File: config.mk
export PLATFORM = sky130hd
export DESIGN_NAME = fifo_block_ctrl
export DESIGN_NICKNAME = d
export VERILOG_FILES = /design/src/rtl/fifo_block_ctrl.sv
export SDC_FILE = /design/constraint.sdc
export NUM_CORES = 1
export LEC_CHECK = 0
export CORE_ASPECT_RATIO = 1.4
export CORE_MARGIN = 2
export CORE_UTILIZATION = 40
export DETAILED_ROUTE_END_ITERATION = 8
export GPL_ROUTABILITY_DRIVEN = 0
export PLACE_DENSITY_LB_ADDON = 0.15
export SETUP_SLACK_MARGIN = 0.4
export SLEW_MARGIN = 15
export SYNTH_ARGS = -nofsm -noshare
export SYNTH_HDL_FRONTEND = slang
export SYNTH_SLANG_ARGS = --single-unit
File: constraint.sdc
create_clock -name CLK -period 3.57 [get_ports CLK]
set_input_delay 0.714 -clock CLK [delete_from_list [all_inputs] [get_ports CLK]]
set_output_delay 0.714 -clock CLK [all_outputs]
set_load 0.05 [all_outputs]
File: src/rtl/fifo_block_ctrl.sv
// Store-and-forward block mover: fills one block from the DMA side into the FIFO,
// then drains that block to the SD side, repeating for the requested block count.
//
// state  | meaning
// IDLE   | waiting for start; rejects zero-sized requests with err
// FILL   | writing DMA words into the FIFO until one block is stored
// DRAIN  | reading the stored block out to the SD side
// FINISH | all blocks moved; done pulses for this one cycle
`timescale 1ns/1ps
module fifo_block_ctrl #(
    parameter int DATA_W = 32,
    parameter int CNT_W  = 16
) (
    input  logic              CLK,
    input  logic              RESET_L,
    input  logic              start,
    input  logic [CNT_W-1:0]  blk_words,
    input  logic [CNT_W-1:0]  blk_count,
    input  logic              abort,
    input  logic [DATA_W-1:0] dma_data,
    input  logic              dma_valid,
    output logic              dma_ready,
    output logic [DATA_W-1:0] fifo_data,
    output logic              fifo_write,
    output logic              fifo_read,
    input  logic              fifo_full,
    input  logic              fifo_empty,
    input  logic              sd_ready,
    output logic              sd_valid,
    output logic              busy,
    output logic              blk_done,
    output logic              done,
    output logic              err
);

    typedef enum logic [1:0] {
        S_IDLE   = 2'd0,
        S_FILL   = 2'd1,
        S_DRAIN  = 2'd2,
        S_FINISH = 2'd3
    } state_t;

    localparam logic [CNT_W-1:0] CNT_ONE = CNT_W'(1);

    state_t             state_q;
    logic [CNT_W-1:0]   word_cnt_q;
    logic [CNT_W-1:0]   words_q;
    logic [CNT_W-1:0]   blk_left_q;
    logic               sd_valid_q;
    logic               blk_done_q;
    logic               err_q;

    logic               in_fill;
    logic               in_drain;
    logic               wr;
    logic               rd;
    logic [CNT_W-1:0]   word_nxt;
    logic               last_word;

    assign in_fill   = (state_q == S_FILL);
    assign in_drain  = (state_q == S_DRAIN);
    // abort gates the strobes so nothing moves in the cycle the transfer is dropped
    assign wr        = in_fill  & dma_valid & ~fifo_full  & ~abort;
    assign rd        = in_drain & sd_ready  & ~fifo_empty & ~abort;
    assign word_nxt  = word_cnt_q + CNT_ONE;
    assign last_word = (word_nxt == words_q);

    assign dma_ready  = in_fill & ~fifo_full & ~abort;
    assign fifo_write = wr;
    assign fifo_read  = rd;
    assign fifo_data  = in_fill ? dma_data : '0;
    assign busy       = (state_q != S_IDLE);
    assign done       = (state_q == S_FINISH) & ~abort;
    assign sd_valid   = sd_valid_q;
    assign blk_done   = blk_done_q;
    assign err        = err_q;

    always_ff @(posedge CLK or negedge RESET_L) begin
        if (!RESET_L) begin
            state_q    <= S_IDLE;
            word_cnt_q <= '0;
            words_q    <= '0;
            blk_left_q <= '0;
            sd_valid_q <= 1'b0;
            blk_done_q <= 1'b0;
            err_q      <= 1'b0;
        end else begin
            sd_valid_q <= rd;
            blk_done_q <= 1'b0;
            err_q      <= 1'b0;
            case (state_q)
                S_IDLE: begin
                    if (start && !abort) begin
                        if ((blk_words != '0) && (blk_count != '0)) begin
                            words_q    <= blk_words;
                            blk_left_q <= blk_count;
                            word_cnt_q <= '0;
                            state_q    <= S_FILL;
                        end else begin
                            err_q <= 1'b1;
                        end
                    end
                end
                S_FILL: begin
                    if (abort) begin
                        word_cnt_q <= '0;
                        state_q    <= S_IDLE;
                    end else if (wr) begin
                        if (last_word) begin
                            word_cnt_q <= '0;
                            state_q    <= S_DRAIN;
                        end else begin
                            word_cnt_q <= word_nxt;
                        end
                    end
                end
                S_DRAIN: begin
                    if (abort) begin
                        word_cnt_q <= '0;
                        state_q    <= S_IDLE;
                    end else if (rd) begin
                        if (last_word) begin
                            word_cnt_q <= '0;
                            blk_left_q <= blk_left_q - CNT_ONE;
                            blk_done_q <= 1'b1;
                            state_q    <= (blk_left_q == CNT_ONE) ? S_FINISH : S_FILL;
                        end else begin
                            word_cnt_q <= word_nxt;
                        end
                    end
                end
                S_FINISH: begin
                    state_q <= S_IDLE;
                end
                default: begin
                    state_q <= S_IDLE;
                end
            endcase
        end
    end

endmodule

# Word-level counts from Yosys, hierarchy flattened
# Cells that the tools add are included.
# word_totals
regBits	53
latch_bits	0
ram_bits	0
mem_bits_ro	0
elab_cells	80
mem_count	0
# op_classes
n_addsub	2
n_mul	0
n_div	0
magnitude_cmp	0
n_eq_ne	14
n_shift	0
n_mux	32
bitwise_logic	12
reduce_logical	13
# op_table
cell	count
$mux W16	12
$pmux W16 S3	1
$mux W32	1
$pmux W16 S2	1
$reduce_bool A16 Y1	2
$mux W2	9
$add A16 B1 Y16 const B	1
$eq A16 B1 Y1 const B	1
$eq A16 B16 Y1	1
$sub A16 B1 Y16 const B	1
$reduce_and A6 Y1	2
$and A1 B1 Y1	9
$ne A3 B2 Y1 const B	3
$pmux W2 S4	1
$mux W1	7
$ne A2 B2 Y1 const B	3
$reduce_and A5 Y1	1
$eq A2 B2 Y1 const B	2
$ne A2 B1 Y1 const B	2
$reduce_bool A2 Y1	2
$ne A3 B3 Y1 const B	1
$not A1 Y1	3
$reduce_and A3 Y1	1
$reduce_bool A3 Y1	1
4 further kinds	5

# Longest topological paths before layout
# depth
depth_word	7
depth_mapped	10
mapped_depth_nobuf	9

# Worst setup path before layout
# No wires, ideal clock.
# synth_path
kind	register -> register
startpoint	register word_cnt_q[0]
endpoint	register blk_left_q[10]
setup_time_ns	0.082
arrival_ns	2.522
required_time_ns	3.488
path_slack_ns	0.966
path_stages_with_launch	10
path_cell_list	dfrtp_1 > ha_1 > nand3_2 > nor4_1 > xnor2_1 > nor3_4 > nand4_4 > or3_4 > buf_6 > a31oi_1
# synth_between
elab_chain_len	4
# synth_rtl
element	line	rtl
from (decl)	46	logic [CNT_W-1:0] word_cnt_q;
from (signal assigned)	113	word_cnt_q <= word_nxt;
from (signal assigned)	128	word_cnt_q <= word_nxt;
$add A16 B1 Y16	65	assign word_nxt = word_cnt_q + CNT_ONE;
$eq A16 B16 Y1	66	assign last_word = (word_nxt == words_q);
$ne A2 B1 Y1 (no line)	--	
$reduce_and A6 Y1 (no line)	--	
to (signal assigned)	96	blk_left_q <= blk_count;
to (signal assigned)	124	blk_left_q <= blk_left_q - CNT_ONE;
to (decl)	48	logic [CNT_W-1:0] blk_left_q;
# Every way passes these cells.
# A chain may end at the register's enable or synchronous reset.

# Worst setup path in the final report
# layout_path
startpoint	input abort
endpoint	output done
# layout_between
elab_chain_len	2
# layout_rtl
element	line	rtl
from (decl)	19	input logic abort,
$not A1 Y1	73	assign done = (state_q == S_FINISH) & ~abort;
$and A1 B1 Y1	73	
to (decl)	32	output logic done,
# Every way passes these cells.

==> run_results.csv <==
group,metric,value,unit
yosys,synth_edf_count,0,
die,rows,42,
timing,finalSetupTns,0,ns
timing,tightest_slew,0.739,ns
yosys,syn_inst,449,
yosys,synth_area_leader_cell,"dfrtp_1",
global_routing,grt_pass1_vias,3643,
routing,vias_per_cell,5.42,
global_routing,antenna_found_initial,0,
routing,postRouteAntennaNets,0,
finish,n_fill_cell,914,
yosys,ys_seq_elements,53,
yosys,synth.distinct_cells,56,
power_and_ir_drop,power,3.41,mW
die,die_w,87.6,µm
clock_tree,cts.path.max_buffers,2,
yosys,yosys-top-cells-area,"dfrtp_1, xnor2_1, and2_1",
setup_path,cp_max_fo,8,
routing,vias,3717,
setup_path,start_kind,"input port",
setup_path,ff2ff_setup_slack,0.67,ns
global_routing,grt_pass1_wl,18100,µm
clock_tree,clockRootBuffer,"clkbuf_16",
routing,wl,11200,µm
timing,clock.fmax,336,MHz
global_routing,track_usage,21.6,%
global_routing,grt_remaining_overflow,0,
setup_path,crit_required,2.86,ns
job,drv_cap,0,
timing,finClkSkew,0.00458,ns
setup_path,cp-end-kind,"primary output",
die,start_util,41.2,%
global_routing,grt_start_max_net_pins,34,
die,io_pins,112,
clock_tree,cts_tree,"yes",
clock_tree,clkLatencyLatePin,0.28,ns
routing,post_drt_wl_per_cell,16.4,µm
finish,final_cell_area,5330,µm²
die,fp.coreArea,9510,µm²
hold_path,hold_class,"in -> async",
yosys,syn_nets,528,
finish,fin_nets,632,
yosys,synth_seq_area_share,33.9,%
routing,firstDrtPassIters,4,
finish,syn_to_final_growth,36.0,%
setup_path,arrival,2.26,ns
power_and_ir_drop,ir_worst_vdd,0.000403,V
finish,multi_input_comb_area,2430,µm²
timing,rsz0062_at_grt,"false",
yosys,async_flop_share,100,%
timing,report.final.slew_viol_count,0,
timing,finalCritPeriodShare,83.4,%
die,dieArea,10600,µm²
clock_tree,cts.sinks,53,
timing,finalHoldViolCount,0,
place,port_buffers,111,
timing,period_needed,2.98,ns
timing,max_slew_margin,50.3,%
clock_tree,cts_htree_levels,2,
place,placed_cell_area,5160,µm²
timing,setup_viol,0,
routing,drc,0,
yosys,netlist_area,3920,µm²
yosys,ys.flop_type,"dfrtp_1",
power_and_ir_drop,p_per_area,640,nW/µm²
setup_path,critPathKind,"in -> out",
yosys,synthMostInstantiatedCell,"dfrtp_1",
finish,regArea,1330,µm²
yosys,syn_avg_cell_area,8.72,µm²
finish,postLayoutCoreUtil,56.0,%
yosys,ys.warnings.count,0,
die,die_h,121,µm
setup_path,r2r-start,"word_cnt_q[0]",
finish,diodes,0,
run_status,status,"finished, final reports clean",
routing,drt_iter0_markers,189,
power_and_ir_drop,power_leakage,2.01,nW
clock_tree,hold_buffers,0,
finish,drive_gt1_share,10.3,%
setup_path,reg2reg_depth,9,
yosys,synth_top_cell_area_share,33.9,%
setup_path,r2r_end,"blk_left_q[14]",
clock_tree,numCtsBuffers,5,
yosys,synthTopCellsByCount,"dfrtp_1, nand2_1, and2_1, xnor2_1, nor2_1",
place,hpwlAfterDp,8670,µm
clock_tree,clk_pin_slew,0.07,ns
## registers in the layout (all words and copies together), names as in the netlist
name and flops:
state_q 2, word_cnt_q 16, err 1, sd_valid 1, blk_done 1, blk_left_q 16
words_q 16
## how the worst max path moves through the flow
stage / startpoint / endpoint / slack (ns) / cells past startpoint
floorplan: word_cnt_q[0] / blk_left_q[10] / 0.97 / 9
global placement: abort / blk_left_q[14] / 0.45 / 8
detailed placement: abort / blk_left_q[14] / 0.42 / 8
CTS: state_q[1] / fifo_data[20] / 0.55 / 4
global route: word_cnt_q[0] / blk_left_q[15] / 0.45 / 8
finish: abort / done / 0.59 / 3
## power breakdown
group / total, mW / internal [mW] / leakage, nW / switching, mW
combinational: 1.89 / 0.807 / 1.28 / 1.08
sequential: 1.05 / 0.803 / 0.668 / 0.248
clock: 0.474 / 0.261 / 0.0641 / 0.213
total: 3.41 / 1.87 / 2.01 / 1.54
## critical path, stage by stage
cell             delay [ns]
clkdlybuf4s50_1        0.55
nor2b_1                0.18
clkdlybuf4s50_1        0.81
## metrics by stage
| stage | instances | hold WS [ns] | setup slack, ns |
|---|---|---|---|
| global route | 686 | 0.506 | 0.448 |
| global placement | 678 | 0.511 | 0.446 |
| finish | 686 | 0.440 | 0.592 |
| floorplan | 449 | 0.418 | 0.966 |
| detailed placement | 678 | 0.522 | 0.417 |
| CTS | 686 | 0.460 | 0.546 |
## cell usage in the layout, fill, tap and decap left out, drive strengths merged, types with 3 or more instances in the layout
cell           count
ha                 7
nor4b              3
xnor2             23
clkbuf             7
and2              32
o21ai             17
inv               18
nor3              13
a21oi             13
buf               16
or3               14
mux2              17
clkdlybuf4s50    107
a31oi             10
xor2               3
o211ai             4
o32ai              4
nand3             20
nand2b             4
a31o               3
a211oi             3
mux2i             16
dfrtp             53
nor2b              8
nand2             46
nor4              20
o22ai              5
nor2              21
nand3b             7
nand4             16
## area by class of cell
| class | instances | share of cell area (%) |
|---|---|---|
| multi-input cells | 352 | 45.5 |
| well taps | 132 | 3.10 |
| flip-flops and latches | 53 | 24.9 |
| inverters | 18 | 1.27 |
| repair buffers | 123 | 22.6 |
| clock inverters | 1 | 0.141 |
| clock buffers | 7 | 2.49 |
## cell families (layout without fill, tap and decap cells)
family	Yosys count	count (layout)	synth area share, %
xor gates and xnor gates	26	26	5.81
adders and majority gates	7	7	2.24
and+or+nand+nor	217	217	32.7
buffers and inverters	44	149	4.89
muxes	33	33	8.98
DFF	53	53	33.9
AOI/OAI and AO/OA	69	69	11.5
## repair_timing
action | in CTS | in global routing
cloned | 0 | 0
gates resized for setup | 1 | 3
buffers inserted | 0 | 0
endpoints found under the setup margin | 32 | 15
hold endpoints to repair | 0 | 0
## per-layer routing
layer	up-vias	GRT usage, %	wire (µm)	part of all wire [%]
li1	1841	-	-	-
met4	0	5.38	197	1.8
met2	92	37.8	5850	52
met5	-	0	0	0
met1	1767	27.7	4770	43
met3	17	2.72	400	3.6
Note: power is estimated with default switching activity, not from simulation.
